$ cat src/rtl/modulo_down_counter_if.sv
// -----------------------------------------------------------------------------
// modulo_down_counter_if
// Groups the signals between the button-stepped down counter and its
// surroundings (board I/O, LED drivers, a cascaded next stage).
//
//   btn        raw pushbutton level, asynchronous to clk, may bounce
//   load       synchronous load strobe
//   load_value value to load while load is high
//   count      current count, registered
//   borrow     one-cycle pulse on a 0 -> MODULUS-1 wrap
//   step       one-cycle pulse per accepted press
//
// master: the side that drives the button/load inputs and watches the outputs.
// slave : the counter itself.
// -----------------------------------------------------------------------------
interface modulo_down_counter_if #(
    parameter int WIDTH = 3
);
    logic             btn;
    logic             load;
    logic [WIDTH-1:0] load_value;
    logic [WIDTH-1:0] count;
    logic             borrow;
    logic             step;

    modport master (
        output btn,
        output load,
        output load_value,
        input  count,
        input  borrow,
        input  step
    );

    modport slave (
        input  btn,
        input  load,
        input  load_value,
        output count,
        output borrow,
        output step
    );
endinterface

$ cat src/rtl/modulo_down_counter.sv
// -----------------------------------------------------------------------------
// modulo_down_counter
// Button-stepped modulo-MODULUS down counter for the LED board. A raw
// pushbutton is synchronised, debounced and rising-edge detected; each
// accepted press decrements the count, wrapping from 0 to MODULUS-1 with a
// one-cycle borrow pulse so stages can be cascaded.
//
// Ports:
//   clk    system clock, rising edge
//   reset  asynchronous, active-high reset
//   bus    modulo_down_counter_if.slave
//            in : btn, load, load_value
//            out: count, borrow, step (all registered)
//
// Parameters:
//   WIDTH            count width in bits
//   MODULUS          count runs MODULUS-1 down to 0 (2 .. 2**WIDTH)
//   DEBOUNCE_CYCLES  consecutive stable synchronised samples needed to
//                    accept a level change (>= 1)
// -----------------------------------------------------------------------------
module modulo_down_counter #(
    parameter int WIDTH           = 3,
    parameter int MODULUS         = 6,
    parameter int DEBOUNCE_CYCLES = 4
) (
    input logic                  clk,
    input logic                  reset,
    modulo_down_counter_if.slave bus
);

    // A one-cycle debounce still needs a 1-bit counter to keep the logic uniform.
    localparam int               DCW      = (DEBOUNCE_CYCLES > 1) ? $clog2(DEBOUNCE_CYCLES) : 1;
    localparam logic [DCW-1:0]   DEB_LAST = DCW'(DEBOUNCE_CYCLES - 1);
    localparam logic [WIDTH-1:0] TOP      = WIDTH'(MODULUS - 1);
    // One extra bit so MODULUS == 2**WIDTH is representable in the load check.
    localparam logic [WIDTH:0]   MOD_EXT  = (WIDTH + 1)'(MODULUS);

    logic             sync1_q,     sync1_d;
    logic             sync2_q,     sync2_d;
    logic             deb_level_q, deb_level_d;
    logic [DCW-1:0]   deb_cnt_q,   deb_cnt_d;
    logic             step_q,      step_d;
    logic [WIDTH-1:0] count_q,     count_d;
    logic             borrow_q,    borrow_d;

    // -------------------------------------------------------------------------
    // Button path: synchroniser, debounce, rising-edge detect.
    // -------------------------------------------------------------------------
    always_comb begin
        // NOTE: every signal gets a default before any branch so the block
        // stays purely combinational instead of inferring latches.
        sync1_d     = bus.btn;
        sync2_d     = sync1_q;
        deb_level_d = deb_level_q;
        deb_cnt_d   = '0;

        // Agreement (or a bounce back) clears the counter; a difference that
        // has persisted for DEBOUNCE_CYCLES samples is accepted.
        if (sync2_q != deb_level_q) begin
            if (deb_cnt_q == DEB_LAST) begin
                deb_level_d = sync2_q;
            end else begin
                deb_cnt_d = deb_cnt_q + DCW'(1);
            end
        end

        // Registered pulse on the same edge the debounced level rises; the
        // release direction produces nothing.
        step_d = deb_level_d & ~deb_level_q;
    end

    // -------------------------------------------------------------------------
    // Count update: load beats step; step at zero wraps and borrows.
    // -------------------------------------------------------------------------
    always_comb begin
        count_d  = count_q;
        borrow_d = 1'b0;

        if (bus.load) begin
            // Out-of-range load values saturate to the top of the sequence;
            // a coincident step is dropped.
            count_d = ({1'b0, bus.load_value} < MOD_EXT) ? bus.load_value : TOP;
        end else if (step_q) begin
            if (count_q == '0) begin
                count_d  = TOP;
                borrow_d = 1'b1;
            end else begin
                count_d = count_q - WIDTH'(1);
            end
        end
    end

    // -------------------------------------------------------------------------
    // State registers. Reset aborts any debounce or pulse in flight.
    // -------------------------------------------------------------------------
    always_ff @(posedge clk or posedge reset) begin
        // NOTE: non-blocking assignments so every flop samples the values
        // from before this edge, independent of statement order.
        if (reset) begin
            sync1_q     <= 1'b0;
            sync2_q     <= 1'b0;
            deb_level_q <= 1'b0;
            deb_cnt_q   <= '0;
            step_q      <= 1'b0;
            count_q     <= TOP;
            borrow_q    <= 1'b0;
        end else begin
            sync1_q     <= sync1_d;
            sync2_q     <= sync2_d;
            deb_level_q <= deb_level_d;
            deb_cnt_q   <= deb_cnt_d;
            step_q      <= step_d;
            count_q     <= count_d;
            borrow_q    <= borrow_d;
        end
    end

    assign bus.count  = count_q;
    assign bus.borrow = borrow_q;
    assign bus.step   = step_q;

endmodule
$ cat src/flat_wrapper.sv
// flat-port wrapper written by rule: the top's interface ports become plain ports
module modulo_down_counter_flat 
#(
    parameter int WIDTH           = 3,
    parameter int MODULUS         = 6,
    parameter int DEBOUNCE_CYCLES = 4
)
  (clk, reset, bus_btn, bus_load, bus_load_value, bus_count, bus_borrow, bus_step);
  modulo_down_counter_if #(.WIDTH(WIDTH)) bus_i ();
  input logic clk;
  input logic reset;
  input wire logic [$bits(bus_i.btn)-1:0] bus_btn;
  input wire logic [$bits(bus_i.load)-1:0] bus_load;
  input wire logic [$bits(bus_i.load_value)-1:0] bus_load_value;
  output wire logic [$bits(bus_i.count)-1:0] bus_count;
  output wire logic [$bits(bus_i.borrow)-1:0] bus_borrow;
  output wire logic [$bits(bus_i.step)-1:0] bus_step;
  assign bus_i.btn = bus_btn;
  assign bus_i.load = bus_load;
  assign bus_i.load_value = bus_load_value;
  assign bus_count = bus_i.count;
  assign bus_borrow = bus_i.borrow;
  assign bus_step = bus_i.step;
  modulo_down_counter #(.WIDTH(WIDTH), .MODULUS(MODULUS), .DEBOUNCE_CYCLES(DEBOUNCE_CYCLES)) u_core (.clk(clk), .reset(reset), .bus(bus_i));
endmodule
$ cat config.mk
export PLATFORM = sky130hd
export DESIGN_NAME = modulo_down_counter_flat
export DESIGN_NICKNAME = d
export VERILOG_FILES = /design/src/rtl/modulo_down_counter_if.sv /design/src/rtl/modulo_down_counter.sv /design/src/flat_wrapper.sv
export SDC_FILE = /design/constraint.sdc
export NUM_CORES = 1
export LEC_CHECK = 0
export ABC_AREA = 1
export CAP_MARGIN = 40
export CORE_AREA = 2 2 39 41
export CTS_CLUSTER_SIZE = 16
export DETAILED_ROUTE_END_ITERATION = 16
export DIE_AREA = 0 0 41 43
export GPL_TIMING_DRIVEN = 0
export PLACE_DENSITY_LB_ADDON = 0.05
export SYNTH_ARGS = -nofsm -noshare
export SYNTH_HDL_FRONTEND = slang
export SYNTH_SLANG_ARGS = --single-unit
export TNS_END_PERCENT = 30
$ cat constraint.sdc
create_clock -name clk -period 1 [get_ports clk]
set_input_delay 0.25 -clock clk [delete_from_list [all_inputs] [get_ports clk]]
set_output_delay 0.25 -clock clk [all_outputs]
set_load 0.01 [all_outputs]
==> flow_summary.json <==
{
  "largest_net_degree_at_the_start_of_global_routing": 11,
  "synth_top_area_cell": "sky130_fd_sc_hd__dfrtp_1",
  "clockPowerShare_pct": 22.0,
  "globalRouteOverflowTotal": 0,
  "core_sq_um": 1380,
  "final-setup-viol-count": 8,
  "layout.cells.most_common": "sky130_fd_sc_hd__nand2_1",
  "intPower_mw": 0.811,
  "synthTopCellsByArea": "sky130_fd_sc_hd__dfrtp_1, sky130_fd_sc_hd__nand2_1, sky130_fd_sc_hd__dfstp_2",
  "final_util_pct": 46.1,
  "synthXorXnorAreaFrac_pct": 1.95,
  "ys.warnings.count": 0,
  "timing.critical_path.buf_inv": 2,
  "wl_per_cell_um": 9.78,
  "cpMostUsedCell": "sky130_fd_sc_hd__nand2_1",
  "r2r-end": "u_core.bus.count[0]",
  "initial_utilization_pct": 32.5,
  "layout.cells.most_common_list": "sky130_fd_sc_hd__nand2_1, sky130_fd_sc_hd__inv_1, sky130_fd_sc_hd__dfrtp_1, sky130_fd_sc_hd__clkdlybuf4s50_1, sky130_fd_sc_hd__nor2_1",
  "path_class": "flop to flop",
  "dieArea_sq_um": 1760,
  "crit_family": "flip-flops",
  "ctsRootBufferMaster": "sky130_fd_sc_hd__clkbuf_4",
  "cts_max_level": 1,
  "rows": 14,
  "maxCapViolCount": 0,
  "timing.slew.headroom_pct": 76.3,
  "worst_setup_path_end_kind": "flop",
  "die-height_um": 43,
  "flow.area_growth_from_synthesis_pct": 42.1,
  "worst_ep_arrival_time_ns": 1.35,
  "ff2ff_setup_slack_ns": -0.18,
  "dr_total_vias": 375,
  "clk_pin_slew_ns": 0.06,
  "routed_wl_um": 831,
  "yosysUniqueCellTypes": 13,
  "tritoncts_clock_tree": "done",
  "cts_sinks": 10,
  "avgSynthCellArea_sq_um": 8.81,
  "io_buf_count": 11,
  "netlist_area_sq_um": 449,
  "net-switching-power_mw": 0.345,
  "finish.net_count": 80,
  "grt_antenna_before_repair": 0,
  "antenna_cells": 0,
  "path_depth": 7,
  "cpPeakStageDelay_ns": 0.54,
  "clk-insertion-delay-late_ns": 0.26,
  "part_of_the_total_power_dissipated_in_combinational_logic_pct": 30.1,
  "drt-pass1-iter-count": 1,
  "period_needed_ns": 1.18,
  "required_ns": 1.18,
  "hp-class": "input pin to asynchronous set/reset pin",
  "place_hpwl_um": 593,
  "tritoncts.num_buffers": 3,
  "clock_path_buffers": 2,
  "final-max-slew-violation-count": 0,
  "detailedRoute.firstIterationViolations": 0,
  "vias_in_the_first_global_route": 360,
  "post_synth_and_or_nand_nor_area_fraction_pct": 21.7,
  "power_switching_share_pct": 29.9,
  "drive_gt1_share_pct": 30.4,
  "adder_cell_share_of_the_synthesized_area_pct": 5.57,
  "worstRegToRegCells": 7,
  "muxShareOfSynthArea_pct": 0,
  "postLayoutSetupSlackWorst_ns": -0.176,
  "power.density_cell_area_nw_per_um2": 1810,
  "timing_worst_slew_pin_value_ns": 0.356,
  "viasPerCell": 4.41,
  "synth_fp_nets": 60,
  "placement.setup.worst_slack_ns": -0.332,
  "timing.critical_path.cells": "buf_6, inv_4, ha_4, o21ai_2, nand2_1, nand2_1, o21ai_1",
  "synth_sequential_area_ratio_pct": 56.3,
  "ys_seq_elements": 10,
  "global_route_wire_length_before_repair_um": 1360,
  "critical_path.max_fanout": 2,
  "final.setup_skew_ns": 0.00587,
  "route.antenna.remaining_nets": 0,
  "total_leakage_power_nw": 0.324,
  "synth_compound_area_share_pct": 6.96,
  "drc": 0,
  "dominant_combinational_cell_family_by_area_after_synthesis": "simple AND/OR/NAND/NOR gates",
  "status": "finished, violations left",
  "ios": 12,
  "grt_setup_unrepaired": "yes",
  "synth_largest_type_area_fraction_pct": 44.6,
  "die_width_um": 41,
  "violations_in_the_final_reports": "negative setup slack",
  "postCtsHoldBufs": 0,
  "timing.fmax_ghz": 0.851,
  "timing.final.crit_share_pct": 118,
  "max_vdd_drop_v": 0.000946,
  "netlist_instances": 51,
  "reg2reg_from": "u_core.bus.count[2]",
  "place_congestion": 0.620,
  "crit_path_top_delay_cell": "sky130_fd_sc_hd__dfstp_2",
  "track_usage_pct": 12.1,
  "seq_power_share_pct": 47.9,
  "final_hold_viol_count": 0,
  "critical_path.startpoint_type": "flop"
}
power by group through the flow:
stage	combinational, mW	clock [mW]	sequential [mW]
after detailed placement	0.302	0	0.563
after global routing	0.398	0.288	0.562
after global placement	0.300	0	0.561
final	0.348	0.255	0.554
after floorplan	0.176	0	0.566
after CTS	0.340	0.276	0.555
synth_stat cells:
cell and instances:
sky130_fd_sc_hd__nand2_1 15, sky130_fd_sc_hd__inv_1 9, sky130_fd_sc_hd__dfrtp_1 8, sky130_fd_sc_hd__nor2_1 5, sky130_fd_sc_hd__dfstp_2 2, sky130_fd_sc_hd__ha_1 2
sky130_fd_sc_hd__nor2_2 2, sky130_fd_sc_hd__nor3_1 2, sky130_fd_sc_hd__o21ai_0 2, sky130_fd_sc_hd__a21oi_2 1, sky130_fd_sc_hd__o211ai_1 1, sky130_fd_sc_hd__o21ai_1 1
sky130_fd_sc_hd__xnor2_1 1
registers in the layout, indices dropped and copies added, names as in the netlist:
signal,flops
u_core.deb_level_q,1
u_core.bus.borrow,1
u_core.bus.count,3
u_core.sync1_q,1
u_core.sync2_q,1
u_core.bus.step,1
u_core.deb_cnt_q,2
timing repair:
item / in CTS / in global routing
resized for setup: 25 / 2
endpoints found under the setup margin: 9 / 9
buffers inserted: 4 / 0
pin swaps: 3 / 2
layer usage:
| metal | share of wire (%) | vias up | GRT usage (%) |
|---|---|---|---|
| met3 | 7.0 | 2 | 3.14 |
| met1 | 41 | 175 | 12.8 |
| met5 | 0 | - | 0 |
| met2 | 51 | 8 | 18.8 |
| met4 | 0.60 | 0 | 10.0 |
| li1 | - | 190 | - |
logic make-up (layout without fill, tap and decap cells):
kind of cell	after synthesis	in the layout
adder cells (fa/ha/maj)	2	2
AND/OR/NAND/NOR	24	24
buffers and inverters	9	27
flip-flops	10	10
AO/OA/AOI/OAI	5	5
XOR/XNOR	1	1
stage by stage:
step	instance area [sq um]	setup TNS, ns	hold slack (ns)	instances	power (mW)
floorplan	452	-0.196	0.0887	51	0.743
global placement	582	-1.98	0.355	78	0.861
detailed placement	582	-1.94	0.337	78	0.865
CTS	632	-1.05	0.261	85	1.17
global route	638	-1.41	0.318	85	1.25
finish	638	-0.974	0.259	85	1.16
worst register-to-register path, delay by kind of cell, from the launching register on:
kind                       cells  cell delay (ns)
AOI/OAI and AO/OA              2             0.15
adders and majority gates      1             0.15
buffers and inverters          2             0.13
DFF                            1             0.54
and+or+nand+nor                2             0.12
worst max-delay path by stage:
stage / from / endpoint / slack, ns
final: u_core.bus.count[2] / u_core.bus.count[0] / -0.18
after global routing: u_core.bus.count[2] / u_core.bus.count[0] / -0.27
after CTS: u_core.bus.count[2] / bus_count[2] / -0.19
after detailed placement: bus_load / u_core.bus.count[1] / -0.33
after global placement: bus_load / u_core.bus.count[1] / -0.33
after floorplan: u_core.bus.count[0] / u_core.bus.count[0] / -0.10
final cells by class:
cell class,count,area (sq um)
repair buffers,15,125
multi-input cells,32,181
well taps,16,20.0
inverters,9,36.3
flip-flops and latches,10,253
fillers,141,746
clock buffers,3,22.5
Note: power is estimated with default switching activity, not from simulation.
